## src/rtl/mul_acc_if.sv

```systemverilog
// Handshake bundle between a product source and mul_acc_stage: the product
// input stream plus the group-result output.
interface mul_acc_if #(
    parameter int WIDTH     = 1,
    parameter int ACC_WIDTH = 8,
    parameter int CNT_WIDTH = 5
);
    logic                 in_valid;
    logic                 in_ready;
    logic [WIDTH-1:0]     in_prod;
    logic                 in_last;
    logic                 out_valid;
    logic                 out_ready;
    logic [ACC_WIDTH-1:0] out_sum;
    logic [CNT_WIDTH-1:0] out_count;
    logic                 out_ovf;

    modport master (
        output in_valid, in_prod, in_last, out_ready,
        input  in_ready, out_valid, out_sum, out_count, out_ovf
    );

    modport slave (
        input  in_valid, in_prod, in_last, out_ready,
        output in_ready, out_valid, out_sum, out_count, out_ovf
    );
endinterface

```

## src/rtl/mul_acc_stage.sv

```systemverilog
// Sums groups of unsigned products into a wide accumulator; a group closes on
// in_last or after MAX_LEN beats and its sum/count/overflow are held until taken.
module mul_acc_stage #(
    parameter int WIDTH     = 1,
    parameter int ACC_WIDTH = 8,
    parameter int MAX_LEN   = 16,
    parameter int CNT_WIDTH = $clog2(MAX_LEN + 1)
) (
    input  logic      clk,
    input  logic      rst_n,
    mul_acc_if.slave  bus
);
    generate
        if (WIDTH > ACC_WIDTH || MAX_LEN < 1) begin : g_bad_params
            $error("mul_acc_stage: need WIDTH <= ACC_WIDTH and MAX_LEN >= 1");
        end
    endgenerate

    typedef enum logic [1:0] {IDLE, ACCUM, HOLD} state_t;

    state_t               r_state;
    logic [ACC_WIDTH-1:0] r_acc;
    logic [CNT_WIDTH-1:0] r_cnt;
    logic                 r_ovf;
    logic                 r_out_valid;
    logic [ACC_WIDTH-1:0] r_out_sum;
    logic [CNT_WIDTH-1:0] r_out_cnt;
    logic                 r_out_ovf;

    logic                 w_in_ready;
    logic                 w_accept;
    logic [ACC_WIDTH:0]   w_sum_ext;
    logic [CNT_WIDTH-1:0] w_cnt_next;
    logic                 w_ovf_next;
    logic                 w_close;

    // Ready depends on state only, so the upstream never sees a valid->ready path.
    assign w_in_ready = (r_state != HOLD);
    assign w_accept   = bus.in_valid && w_in_ready;

    // One extra bit captures the carry out of the accumulator.
    assign w_sum_ext  = {1'b0, r_acc} + (ACC_WIDTH + 1)'(bus.in_prod);
    assign w_cnt_next = r_cnt + CNT_WIDTH'(1);
    assign w_ovf_next = r_ovf | w_sum_ext[ACC_WIDTH];
    assign w_close    = bus.in_last || (w_cnt_next == CNT_WIDTH'(MAX_LEN));

    // NOTE: state uses non-blocking assignments so every register samples pre-edge values.
    always_ff @(posedge clk or negedge rst_n) begin
        if (!rst_n) begin
            r_state     <= IDLE;
            r_acc       <= '0;
            r_cnt       <= '0;
            r_ovf       <= 1'b0;
            r_out_valid <= 1'b0;
            r_out_sum   <= '0;
            r_out_cnt   <= '0;
            r_out_ovf   <= 1'b0;
        end else begin
            case (r_state)
                IDLE, ACCUM: begin
                    if (w_accept) begin
                        if (w_close) begin
                            r_out_sum   <= w_sum_ext[ACC_WIDTH-1:0];
                            r_out_cnt   <= w_cnt_next;
                            r_out_ovf   <= w_ovf_next;
                            r_out_valid <= 1'b1;
                            r_state     <= HOLD;
                        end else begin
                            r_acc   <= w_sum_ext[ACC_WIDTH-1:0];
                            r_cnt   <= w_cnt_next;
                            r_ovf   <= w_ovf_next;
                            r_state <= ACCUM;
                        end
                    end
                end
                HOLD: begin
                    // Result registers are left as-is so they stay readable after the handshake.
                    if (bus.out_ready) begin
                        r_out_valid <= 1'b0;
                        r_acc       <= '0;
                        r_cnt       <= '0;
                        r_ovf       <= 1'b0;
                        r_state     <= IDLE;
                    end
                end
                default: r_state <= IDLE;
            endcase
        end
    end

    assign bus.in_ready  = w_in_ready;
    assign bus.out_valid = r_out_valid;
    assign bus.out_sum   = r_out_sum;
    assign bus.out_count = r_out_cnt;
    assign bus.out_ovf   = r_out_ovf;
endmodule
```

## src/flat_wrapper.sv

```systemverilog
// flat-port wrapper written by rule: the top's interface ports become plain ports
module mul_acc_stage_flat 
#(
    parameter int WIDTH     = 1,
    parameter int ACC_WIDTH = 8,
    parameter int MAX_LEN   = 16,
    parameter int CNT_WIDTH = $clog2(MAX_LEN + 1)
)
  (clk, rst_n, bus_in_valid, bus_in_prod, bus_in_last, bus_out_ready, bus_in_ready, bus_out_valid, bus_out_sum, bus_out_count, bus_out_ovf);
  mul_acc_if #(.WIDTH(WIDTH), .ACC_WIDTH(ACC_WIDTH), .CNT_WIDTH(CNT_WIDTH)) bus_i ();
  input  logic clk;
  input  logic rst_n;
  input wire logic [$bits(bus_i.in_valid)-1:0] bus_in_valid;
  input wire logic [$bits(bus_i.in_prod)-1:0] bus_in_prod;
  input wire logic [$bits(bus_i.in_last)-1:0] bus_in_last;
  input wire logic [$bits(bus_i.out_ready)-1:0] bus_out_ready;
  output wire logic [$bits(bus_i.in_ready)-1:0] bus_in_ready;
  output wire logic [$bits(bus_i.out_valid)-1:0] bus_out_valid;
  output wire logic [$bits(bus_i.out_sum)-1:0] bus_out_sum;
  output wire logic [$bits(bus_i.out_count)-1:0] bus_out_count;
  output wire logic [$bits(bus_i.out_ovf)-1:0] bus_out_ovf;
  assign bus_i.in_valid = bus_in_valid;
  assign bus_i.in_prod = bus_in_prod;
  assign bus_i.in_last = bus_in_last;
  assign bus_i.out_ready = bus_out_ready;
  assign bus_in_ready = bus_i.in_ready;
  assign bus_out_valid = bus_i.out_valid;
  assign bus_out_sum = bus_i.out_sum;
  assign bus_out_count = bus_i.out_count;
  assign bus_out_ovf = bus_i.out_ovf;
  mul_acc_stage #(.WIDTH(WIDTH), .ACC_WIDTH(ACC_WIDTH), .MAX_LEN(MAX_LEN), .CNT_WIDTH(CNT_WIDTH)) u_core (.clk(clk), .rst_n(rst_n), .bus(bus_i));
endmodule
```

## config.mk

```make
export PLATFORM = sky130hd
export DESIGN_NAME = mul_acc_stage_flat
export DESIGN_NICKNAME = d
export VERILOG_FILES = /design/src/rtl/mul_acc_if.sv /design/src/rtl/mul_acc_stage.sv /design/src/flat_wrapper.sv
export SDC_FILE = /design/constraint.sdc
export NUM_CORES = 1
export LEC_CHECK = 0
export BUFFER_PORTS_ARGS = -buffer_cell sky130_fd_sc_hd__clkbuf_2
export CORE_MARGIN = 3
export CORE_UTILIZATION = 56
export CTS_CLUSTER_DIAMETER = 200
export DETAILED_ROUTE_END_ITERATION = 8
export PLACE_DENSITY = 0.82
export SLEW_MARGIN = 20
export SYNTH_ARGS = -nofsm -noshare
export SYNTH_HDL_FRONTEND = slang
export SYNTH_SLANG_ARGS = --single-unit
```

## constraint.sdc

```tcl
create_clock -name clk -period 2.4 [get_ports clk]
set_input_delay 0.48 -clock clk [delete_from_list [all_inputs] [get_ports clk]]
set_output_delay 0.48 -clock clk [all_outputs]
set_load 0.02 [all_outputs]
```

# Word level (Yosys, flattened, before mapping)
# Index checks and enable logic that the tools add are counted.
[totals]
ff_bits = 31
inputBits = 6
out_inout_bits = 16
elab_cells = 47
[op_classes]
addsub = 2
eq_ne = 8
muxes = 19
bitwise_logic = 1
n_reduce_logical = 9
[op_table]
columns = ["operator", "n"]
rows = [
  ["8-bit two-way mux", 3],
  ["8-bit case mux with 2 select lines", 1],
  ["5-bit two-way mux", 3],
  ["5-bit case mux with 2 select lines", 1],
  ["8-bit by 1-bit adder with 9-bit output", 1],
  ["4-bit AND reduction", 2],
  ["2-bit two-way mux", 3],
  ["2-bit != test (second input constant)", 3],
  ["5-bit by 1-bit adder with 5-bit output (second input constant)", 1],
  ["5-bit equality test (second input constant)", 1],
  ["1-bit two-way mux", 5],
  ["2-bit by 1-bit != test with 1-bit output (second input constant)", 2],
  ["1-bit case mux with 2 select lines", 2],
  ["2-bit case mux with 2 select lines", 1],
  ["3-bit AND reduction", 1],
  ["2-bit by 1-bit equality test with 1-bit output (second input constant)", 1],
  ["2-bit equality test (second input constant)", 1],
  ["2-bit logical NOT", 1],
  ["2-bit AND reduction", 1],
  ["2-bit nonzero test", 1],
  ["2-bit OR reduction", 1],
  ["1-bit logical AND", 1],
  ["1-bit logical OR", 1],
  ["1-bit bitwise OR", 1],
]

# Logic depth before layout (Yosys ltp)
# Gate-level depths: netlist (run 1).
[depth]
word_depth = 6
ltp_mapped = 7
depth_no_buf = 7

# Least setup slack after synthesis (run 1)
# OpenSTA, ideal clock, no wires.
[synth_timing]
kind = "register -> register"
startpoint = "register u_core.r_cnt[0]"
endpoint = "register u_core.r_out_sum[0] (netlist: u_core.bus.out_sum[0])"
setup_time_ns = 0.125
arrival_ns = 2.088
required_ns = 2.275
path_slack_ns = 0.186
stages_incl_launch_ff = 8
n_path_buf = 1
synth_period_minus_slack_ns = 2.214
path_cell_list = "dfrtp_1 ha_1 and3_1 mux2_4 o21a_4 nor2_4 buf_6 mux2_4"
[synth_between]
elab_chain_cells = 4
[synth_rtl]
columns = ["item", "line_no", "text"]
rows = [
  ["from (decl)", "mul_acc_stage.sv:23", "logic [CNT_WIDTH-1:0] r_cnt;"],
  ["from (signal assigned)", "mul_acc_stage.sv:70", "r_cnt <= w_cnt_next;"],
  ["5-bit by 1-bit adder with 5-bit output", "mul_acc_stage.sv:43", "assign w_cnt_next = r_cnt + CNT_WIDTH'(1);"],
  ["5-bit equality test", "mul_acc_stage.sv:45", "assign w_close = bus.in_last || (w_cnt_next == CNT_WIDTH'(MAX_LEN));"],
  ["1-bit logical OR", "mul_acc_stage.sv:45", ""],
  ["3-bit AND reduction (no source line)", "-", ""],
  ["to (signal assigned)", "mul_acc_stage.sv:63", "r_out_sum <= w_sum_ext[ACC_WIDTH-1:0];"],
  ["to (decl)", "mul_acc_stage.sv:26", "logic [ACC_WIDTH-1:0] r_out_sum;"],
]
# No other way between the ends.
# A chain may end at the register's enable or synchronous reset.

# Final worst setup path (run 1)
[layout_timing]
startpoint = "register u_core.r_cnt[1]"
endpoint = "register u_core.r_out_cnt[2] (netlist: u_core.bus.out_count[2])"
[layout_between]
elab_chain_cells = 4
[layout_rtl]
columns = ["item", "line_no", "text"]
rows = [
  ["5-bit by 1-bit adder with 5-bit output (*)", "mul_acc_stage.sv:43", ""],
  ["5-bit equality test", "mul_acc_stage.sv:45", ""],
  ["1-bit logical OR", "mul_acc_stage.sv:45", ""],
  ["3-bit AND reduction (no source line)", "-", ""],
  ["to (signal assigned)", "mul_acc_stage.sv:64", "r_out_cnt <= w_cnt_next;"],
  ["to (decl)", "mul_acc_stage.sv:27", "logic [CNT_WIDTH-1:0] r_out_cnt;"],
]
# Every way passes the cells marked *; elsewhere a longest branch is shown, timed or not.

==> results of run 1 <==
==> layer usage <==
layer,vias to the layer above,global-route usage (%),part of all wire [%]
li1,595,-,-
met1,605,27.0,46
met2,30,35.7,48
met3,4,5.88,4.8
met4,0,6.80,0.85
met5,-,0,0
==> metrics by stage <==
step	total power (µW)	hold slack [ps]	worst slack [ps]	area, µm²
3_3_place_gp	1290	463	265	1750
6_report	1640	209	185	1820
5_1_grt	1760	242	65.1	1820
3_5_place_dp	1310	477	189	1750
4_1_cts	1660	217	188	1820
2_1_floorplan	1140	184	186	1600
==> critical path, delay by kind of cell (launching register included) <==
kind	cells	cell delay (ps)
muxes	2	710
and+or+nand+nor	2	450
DFF	1	430
adders and majority gates	1	280
AOI/OAI and AO/OA	1	220
==> state kept, by name, summed over array words and instances (netlist names) <==
register / count
u_core.bus.out_count: 5
u_core.r_ovf: 1
u_core.r_cnt: 5
u_core.bus.out_sum: 8
u_core.bus.out_valid: 1
u_core.bus.out_ovf: 1
u_core.r_acc: 8
u_core.r_state: 2
==> how the worst max path moves through the flow <==
stage | from | endpoint | slack, ps
global route | u_core.r_cnt[1] | u_core.bus.out_sum[7] | 70
CTS | u_core.r_cnt[1] | u_core.bus.out_count[2] | 190
detailed placement | u_core.r_cnt[1] | u_core.bus.out_count[3] | 190
finish | u_core.r_cnt[1] | u_core.bus.out_count[2] | 180
floorplan | u_core.r_cnt[0] | u_core.bus.out_sum[0] | 190
global placement | u_core.r_cnt[1] | u_core.bus.out_sum[7] | 270
==> cells by family (layout without fill, tap and decap cells) <==
| logic type | Yosys count | after routing |
|---|---|---|
| flip-flops | 31 | 31 |
| multiplexers | 7 | 7 |
| buffers and inverters | 11 | 41 |
| XOR/XNOR | 7 | 7 |
| adder cells (fa/ha/maj) | 4 | 4 |
| AND/OR/NAND/NOR | 43 | 43 |
| AO/OA/AOI/OAI | 48 | 48 |
==> cell type report <==
type,count,area [µm²]
clock buffer,8,68.8
fill,209,767
inverter,4,15.0
multi-input combinational,109,761
sequential,31,776
tap,30,37.5
timing repair buffer,29,165
==> power by group through the flow <==
stage / Sequential, µW / Clock, µW / Combinational [µW]
global placement: 743 / 0 / 543
global route: 760 / 379 / 616
finish: 741 / 342 / 556
floorplan: 819 / 0 / 318
CTS: 742 / 355 / 563
detailed placement: 752 / 0 / 560
==> layout by cell type (no fill, tap or decap), drive strengths merged <==
cell type / instances
dfrtp: 31
a41oi: 1
o32a: 1
a31oi: 4
nor2: 8
and3: 5
a21bo: 1
inv: 4
o21a: 1
or3b: 1
clkbuf: 29
o31ai: 6
nand3: 4
nand2: 9
xnor2: 6
ha: 4
buf: 8
a21o: 1
o22ai: 1
nor3: 1
o21ai: 21
xor2: 1
o211ai: 1
and2: 2
nand3b: 2
nor2b: 2
nand2b: 9
a21oi: 9
a2bb2oi: 1
mux2: 7
==> impl_metrics.env, run 1 <==
export IMPL_result_of_the_run="finished, final reports clean"
export IMPL_reg2reg_setup_slack_ps=180
export IMPL_synth_async_reset_ratio_pct=100
export IMPL_post_cts_resized=0
export IMPL_grt_pass1_vias=1204
export IMPL_place_inst=203
export IMPL_area_growth_from_synthesis_to_layout_pct=14.3
export IMPL_layout_min_cycle_time_ps=2220
export IMPL_num_antenna_cells=0
export IMPL_max_stage_delay_ps=430
export IMPL_cts_root_buffer="clkbuf_4"
export IMPL_nets=190
export IMPL_hold_viol=0
export IMPL_average_wire_per_standard_cell_um=15.1
export IMPL_synth_adder_area_share_pct=3.14
export IMPL_fp_dieArea_um2=3530
export IMPL_detailroute_via_count=1234
export IMPL_post_cts_buffers=0
export IMPL_clkTransAtPathRegs_ps=90
export IMPL_critical_path_slowest_cell="dfrtp_1"
export IMPL_tns_ps=0
export IMPL_sort_of_element_at_the_end_of_the_critical_path="flip-flop"
export IMPL_synth_seq_cells=31
export IMPL_rsz0062_at_grt="no"
export IMPL_seqPwrFrac_pct=45.2
export IMPL_synth_seq_area_share_pct=48.6
export IMPL_grt_max_degree=32
export IMPL_switching_share_pct=35.8
export IMPL_pin_count=22
export IMPL_grt_usage_pct=21.5
export IMPL_max_freq_mhz=451
export IMPL_compound_gate_portion_of_the_synthesized_area_pct=20.5
export IMPL_layout_core_utilization_pct=70.4
export IMPL_mappedNetlistNets=161
export IMPL_yosysWarnings=0
export IMPL_fin_skew_ps=6.76
export IMPL_slew_viol_final=0
export IMPL_required_ps=2620
export IMPL_netlist_top_cell_by_area="dfrtp_1"
export IMPL_avgViaCountPerCell=5.85
export IMPL_gp_routability_congestion=0.766
export IMPL_timing_worst_setup_path_type="reg -> reg"
export IMPL_ctsLongestPathBuffers=2
export IMPL_internal_power_uw=1050
export IMPL_detailed_place_hpwl_um=2370
export IMPL_layout_drive_gt1_share_pct=26.5
export IMPL_netlist_top_cells_area="dfrtp_1 49%, o21ai_0 6.3%, nand2b_1 3.5%"
export IMPL_number_of_drc_violations_after_detailed_routing_iteration_0=46
export IMPL_yosysMostFrequentCell="dfrtp_1"
export IMPL_synth_top_cell_area_share_pct=48.6
export IMPL_cts_tree="yes"
export IMPL_worst_r2r_path_depth=6
export IMPL_synth_mux_area_share_pct=5.65
export IMPL_cts_htree_levels=2
export IMPL_pwr_share_clk_pct=20.9
export IMPL_grt_first_pass_wirelength_um=5540
export IMPL_max_slew_margin_pct=48.4
export IMPL_crit_chain="ha_1, and3_1, mux2_4, o21a_4, nor2_4, mux2_2"
export IMPL_worst_slew_pin_slew_ps=774
export IMPL_static_leakage_power_uw=0.000834
export IMPL_yosys_area_share_simple_pct=14.6
export IMPL_grt_remaining_overflow=0
export IMPL_worstSkewPairLatency_ps=330
export IMPL_cts_hold_buf=0
export IMPL_drc=0
export IMPL_tritoncts_num_buffers=5
export IMPL_die_y_um=59.4
export IMPL_holdCritPathClass="in -> async"
export IMPL_critPathArrivalTime_ps=2430
export IMPL_synth_cell_type_count=35
export IMPL_number_of_antenna_violations_at_the_first_check_in_global_routing=0
export IMPL_max_vdd_ir_drop_mv=0.634
export IMPL_coreArea_um2=2590
export IMPL_rr_endpoint="u_core.bus.out_count[2]"
export IMPL_postSynthAreaPerCell_um2=10.6
export IMPL_route_final_wire_length_um=3180
export IMPL_pwr_share_comb_pct=33.9
export IMPL_path_max_fanout=8
export IMPL_synth_edf_count=0
export IMPL_syn_instance_count=151
export IMPL_yosys_most_used_dff="dfrtp_1"
export IMPL_floorplan_die_width_um=59.4
export IMPL_initial_utilization_pct=61.6
export IMPL_max_cap_violations=0
export IMPL_power_density_cell_area_nw_per_um2=899
export IMPL_reg2reg_from="u_core.r_cnt[1]"
export IMPL_setup_violations_final=0
export IMPL_buffer_ports_inserted=21
export IMPL_largest_family_of_logic_cells_by_synthesized_area="compound AO/OA/AOI/OAI gates"
export IMPL_drt_antenna_violating_nets=0
export IMPL_rows=18
export IMPL_start_kind="flip-flop"
export IMPL_p_sw_uw=586
export IMPL_synthesis_area_um2=1600
export IMPL_cts_sink_count=31
export IMPL_layout_cells_non_filler=211
export IMPL_yosys_top_cells_count="31 x dfrtp_1, 20 x o21ai_0, 9 x a21oi_1, 9 x nand2_1, 9 x nand2b_1"
export IMPL_post_route_period_util_pct=92.3
export IMPL_synth_xor_xnor_area_share_pct=3.84
export IMPL_detailedRoute_firstPassIterationCount=4
No activity file was read; power rests on OpenSTA's default activity.
==> run 2: changes to the inputs <==
--- a/config.mk
+++ b/config.mk
@@ -7,10 +7,10 @@
 export LEC_CHECK = 0
 export BUFFER_PORTS_ARGS = -buffer_cell sky130_fd_sc_hd__clkbuf_2
 export CORE_MARGIN = 3
-export CORE_UTILIZATION = 56
+export CORE_UTILIZATION = 40
 export CTS_CLUSTER_DIAMETER = 200
 export DETAILED_ROUTE_END_ITERATION = 8
-export PLACE_DENSITY = 0.82
+export PLACE_DENSITY = 0.63
 export SLEW_MARGIN = 20
 export SYNTH_ARGS = -nofsm -noshare
 export SYNTH_HDL_FRONTEND = slang
==> run 2 against run 1 <==
  * First-iteration DRC count is 33% lower
  * Largest power group unchanged
  * Non-clock buffer count stayed put
  * Critical endpoint unchanged
  * Flip-flop and latch count is the same
==> impl_metrics.env, run 2 (synthesis results as in run 1) <==
export IMPL_max_cap_violations=0
export IMPL_floorplan_die_width_um=69.2
export IMPL_route_final_wire_length_um=3390
export IMPL_critPathArrivalTime_ps=2390
export IMPL_rsz0062_at_grt="no"
export IMPL_drc=0
export IMPL_start_kind="flip-flop"
export IMPL_cts_root_buffer="clkbuf_8"
export IMPL_die_y_um=69.2
export IMPL_grt_usage_pct=15.8
export IMPL_layout_commonest_cell="dfrtp_1"
export IMPL_max_freq_mhz=451
export IMPL_holdCritPathClass="in -> async"
export IMPL_number_of_drc_violations_after_detailed_routing_iteration_0=31
export IMPL_static_leakage_power_uw=0.000847
export IMPL_max_slew_margin_pct=47.8
export IMPL_coreArea_um2=3740
export IMPL_tns_ps=0
export IMPL_cts_htree_levels=2
export IMPL_grt_max_degree=32
export IMPL_detailedRoute_firstPassIterationCount=4
export IMPL_fp_dieArea_um2=4780
export IMPL_cts_sink_count=31
export IMPL_area_growth_from_synthesis_to_layout_pct=17.6
export IMPL_worst_slew_pin_slew_ps=783
export IMPL_sort_of_element_at_the_end_of_the_critical_path="flip-flop"
export IMPL_average_wire_per_standard_cell_um=14.8
export IMPL_critical_path_slowest_cell="dfrtp_1"
export IMPL_post_route_period_util_pct=92.4
export IMPL_rows=22
export IMPL_setup_violations_final=0
export IMPL_required_ps=2570
export IMPL_layout_drive_gt1_share_pct=26.5
export IMPL_detailroute_via_count=1211
export IMPL_cts_hold_buf=0
export IMPL_max_stage_delay_ps=440
export IMPL_ctsLongestPathBuffers=2
export IMPL_timing_worst_setup_path_type="reg -> reg"
export IMPL_grt_remaining_overflow=0
export IMPL_max_vdd_ir_drop_mv=0.380
export IMPL_path_max_fanout=8
export IMPL_post_cts_resized=0
export IMPL_cp_num_buf_inv=0
export IMPL_crit_chain="ha_1, and3_1, mux2_4, o21a_4, nor2_4, mux2_2"
export IMPL_number_of_antenna_violations_at_the_first_check_in_global_routing=0
export IMPL_num_antenna_cells=0
export IMPL_avgViaCountPerCell=5.29
export IMPL_nets=190
export IMPL_result_of_the_run="finished, final reports clean"
export IMPL_post_cts_buffers=0
export IMPL_detailed_place_hpwl_um=2450
export IMPL_grt_pass1_vias=1238
export IMPL_cts_tree="yes"
export IMPL_layout_min_cycle_time_ps=2220
export IMPL_tritoncts_num_buffers=5
export IMPL_grt_first_pass_wirelength_um=5950
export IMPL_initial_utilization_pct=42.6
export IMPL_fin_skew_ps=8.42
export IMPL_hold_viol=0
export IMPL_power_density_cell_area_nw_per_um2=941
export IMPL_gp_routability_congestion=0.829
export IMPL_clkTransAtPathRegs_ps=70
export IMPL_layout_common_cells="31 x dfrtp_1, 21 x clkbuf_2, 20 x o21ai_0"
export IMPL_buffer_ports_inserted=21
export IMPL_critPathTopFamily="multiplexers"
export IMPL_pin_count=22
export IMPL_worstSkewPairLatency_ps=290
export IMPL_hold_ws_ps=265
export IMPL_n_fill_cell=381
export IMPL_drt_antenna_violating_nets=0
export IMPL_slew_viol_final=0
run 2: cell counts in the layout (fill, tap and decap cells not counted):
No cell type changed its count.
run 2: final timing paths:
path | start | endpoint | slack (ps) | depth (start not counted)
worst min register to register | u_core.r_acc[0] | u_core.r_acc[0] | 490 | 2
max in group asynchronous | rst_n | u_core.bus.out_sum[1] | 1640 | 1
worst max-delay path | u_core.r_cnt[1] | u_core.bus.out_count[2] | 180 | 6
worst min-delay path | rst_n | u_core.r_state[1] | 260 | 1
min in group clk | bus_out_ready | u_core.r_state[1] | 410 | 2
worst max register to register | u_core.r_cnt[1] | u_core.bus.out_count[2] | 180 | 6
run 2: through the flow:
step	utilization, %	setup WS, ps	std cells	total power [µW]	instance area (µm²)
2_1_floorplan	-	186	151	1140	1600
3_3_place_gp	47.5	293	221	1300	1780
3_5_place_dp	47.5	198	221	1330	1780
4_1_cts	50.1	180	229	1790	1880
5_1_grt	50.1	47.9	229	1890	1880
6_report	50.1	182	229	1770	1880
run 2: worst reg2reg max path, cell delays in order (launching register included):
cell	delay (ps)
dfrtp_1	440
ha_1	280
and3_1	220
mux2_4	350
o21a_4	220
nor2_4	220
mux2_2	370
run 2: power by group:
part	leakage (µW)	total (µW)	internal, µW	switching, µW
Sequential	0.000398	745	644	102
Clock	0.0000515	453	261	192
Combinational	0.000397	567	239	329
Total	0.000847	1770	1140	622
run 2: layout make-up:
type | count | area, µm² | area share [%]
clock buffers | 8 | 100 | 5.33
inverters | 4 | 15.0 | 0.800
multi-input cells | 109 | 761 | 40.5
flip-flops and latches | 31 | 776 | 41.3
well taps | 48 | 60.1 | 3.20
repair buffers | 29 | 165 | 8.80
run 2: routing by layer:
| layer | part of all wire [%] | track usage [%] |
|---|---|---|
| met5 | 0 | 0 |
| met4 | 2.0 | 7.38 |
| met3 | 4.4 | 5.25 |
| met2 | 48 | 25.6 |
| met1 | 46 | 18.9 |
==> run 3: changes to the inputs <==
--- a/config.mk
+++ b/config.mk
@@ -6,11 +6,13 @@
 export NUM_CORES = 1
 export LEC_CHECK = 0
 export BUFFER_PORTS_ARGS = -buffer_cell sky130_fd_sc_hd__clkbuf_2
+export CELL_PAD_IN_SITES_DETAIL_PLACEMENT = 2
+export CELL_PAD_IN_SITES_GLOBAL_PLACEMENT = 2
 export CORE_MARGIN = 3
-export CORE_UTILIZATION = 40
+export CORE_UTILIZATION = 36
 export CTS_CLUSTER_DIAMETER = 200
 export DETAILED_ROUTE_END_ITERATION = 8
-export PLACE_DENSITY = 0.63
+export PLACE_DENSITY = 0.81
 export SLEW_MARGIN = 20
 export SYNTH_ARGS = -nofsm -noshare
 export SYNTH_HDL_FRONTEND = slang
==> run 3 against run 2 <==
  * Utilization fell by 4.4 points
  * Clock skew fell by 2.4 ps
  * Count of clock-buffer cells in the layout did not move
  * Die area rose by 10%
  * Via count rose by 6.7%
  * Register-to-register slack barely moved
  * Sequential power rose by 0.5%
  * Power rose by 2.3%
  * Flip-flop and latch count did not move
  * Critical path type unchanged
==> impl_metrics.env, run 3 (synthesis results as in run 1) <==
export IMPL_max_slew_margin_pct=45.4
export IMPL_post_cts_resized=0
export IMPL_cts_htree_levels=2
export IMPL_switching_share_pct=36.5
export IMPL_placedInstanceArea_um2=1790
export IMPL_layout_drive_gt1_share_pct=27.3
export IMPL_grt_max_degree=32
export IMPL_timing_worst_setup_path_type="reg -> reg"
export IMPL_pwr_share_clk_pct=25.8
export IMPL_avgViaCountPerCell=5.55
export IMPL_sort_of_element_at_the_end_of_the_critical_path="flip-flop"
export IMPL_number_of_antenna_violations_at_the_first_check_in_global_routing=0
export IMPL_num_antenna_cells=0
export IMPL_drc=0
export IMPL_hold_viol=0
export IMPL_grt_pass1_vias=1509
export IMPL_n_fill_cell=462
export IMPL_worstSkewPairLatency_ps=290
export IMPL_cts_sink_count=31
export IMPL_layout_cells_non_filler=233
export IMPL_post_cts_buffers=0
export IMPL_start_kind="flip-flop"
export IMPL_internal_power_uw=1150
export IMPL_power_density_cell_area_nw_per_um2=954
export IMPL_route_final_wire_length_um=4570
export IMPL_tns_ps=0
export IMPL_cts_tree="yes"
export IMPL_layout_commonest_cell="dfrtp_1"
export IMPL_cts_root_buffer="clkbuf_8"
export IMPL_grt_first_pass_wirelength_um=7870
export IMPL_fp_dieArea_um2=5270
export IMPL_pin_count=22
export IMPL_grt_usage_pct=19.7
export IMPL_drt_antenna_violating_nets=0
export IMPL_cts_hold_buf=0
export IMPL_worst_slew_pin_slew_ps=819
export IMPL_fin_skew_ps=6.06
export IMPL_number_of_drc_violations_after_detailed_routing_iteration_0=32
export IMPL_max_freq_mhz=449
export IMPL_critPathArrivalTime_ps=2400
export IMPL_detailroute_via_count=1292
export IMPL_detailedRoute_firstPassIterationCount=4
export IMPL_p_sw_uw=660
export IMPL_result_of_the_run="finished, final reports clean"
export IMPL_setup_violations_final=0
export IMPL_gp_routability_congestion=0.811
export IMPL_nets=192
export IMPL_average_wire_per_standard_cell_um=19.6
export IMPL_die_y_um=72.6
export IMPL_worst_r2r_path_depth=6
export IMPL_static_leakage_power_uw=0.000856
export IMPL_rsz0062_at_grt="no"
export IMPL_layout_core_utilization_pct=45.7
export IMPL_initial_utilization_pct=38.5
export IMPL_holdCritPathClass="in -> async"
export IMPL_area_growth_from_synthesis_to_layout_pct=18.7
export IMPL_seqPwrFrac_pct=41.4
export IMPL_layout_common_cells="31 x dfrtp_1, 21 x clkbuf_2, 20 x o21ai_0"
export IMPL_max_cap_violations=0
export IMPL_max_vdd_ir_drop_mv=0.384
export IMPL_post_route_period_util_pct=92.8
export IMPL_p_total_uw=1810
export IMPL_buffer_ports_inserted=21
export IMPL_path_max_fanout=8
export IMPL_place_inst=225
export IMPL_grt_remaining_overflow=0
export IMPL_layout_min_cycle_time_ps=2230
export IMPL_reg2reg_setup_slack_ps=170
export IMPL_rows=23
export IMPL_tritoncts_num_buffers=5
export IMPL_floorplan_die_width_um=72.6
export IMPL_postLayoutCellArea_um2=1890
export IMPL_ctsLongestPathBuffers=2
export IMPL_detailed_place_hpwl_um=3150
export IMPL_clkTransAtPathRegs_ps=70
export IMPL_coreArea_um2=4140
export IMPL_pwr_share_comb_pct=32.8
export IMPL_required_ps=2570
export IMPL_slew_viol_final=0
-- run 3: cell types whose count changed in the layout (fill, tap and decap cells not counted) --
| cell | change |
|---|---|
| buf_4 | +2 |
-- run 3: critical path, cell delays in order, from the launching register on --
cell and delay, ps:
dfrtp_1 450, ha_1 270, and3_1 220, mux2_4 350, o21a_4 230, nor2_4 220
mux2_2 370
-- run 3: layout make-up --
type                       count  area, µm²  share of cell area (%)
timing repair buffer          31        180                    9.51
inverter                       4       15.0                   0.793
sequential                    31        776                    41.0
tap                           50       62.6                    3.30
clock buffer                   8        100                    5.28
multi-input combinational    109        761                    40.2
-- run 3: path summary, 6_finish.rpt --
| check | endpoint | from |
|---|---|---|
| max | u_core.bus.out_sum[7] | u_core.r_cnt[1] |
| max reg2reg | u_core.bus.out_sum[7] | u_core.r_cnt[1] |
| min | u_core.bus.out_valid | rst_n |
| max in group asynchronous | u_core.r_cnt[3] | rst_n |
| min in group clk | u_core.r_state[1] | bus_out_ready |
| min reg2reg | u_core.bus.out_valid | u_core.bus.out_valid |
-- run 3: stage by stage --
| step | setup WS (ps) | hold slack, ps |
|---|---|---|
| after floorplan | 186 | 184 |
| after global placement | 311 | 457 |
| after detailed placement | 175 | 480 |
| after CTS | 155 | 295 |
| after global routing | 44.2 | 333 |
| final | 173 | 275 |
-- run 3: power groups by stage --
stage,clock network [µW],logic (µW),registers [µW]
final,466,592,749
after CTS,479,605,752
after floorplan,0,318,819
after global placement,0,561,746
after detailed placement,0,596,757
after global routing,499,652,773
-- run 3: per-layer routing --
layer / up-vias / GRT usage [%] / wire, µm
met3: 6 / 5.10 / 142
met2: 20 / 36.8 / 2540
li1: 599 / - / -
met1: 667 / 21.9 / 1820
met4: 0 / 5.53 / 63
met5: - / 0 / 0
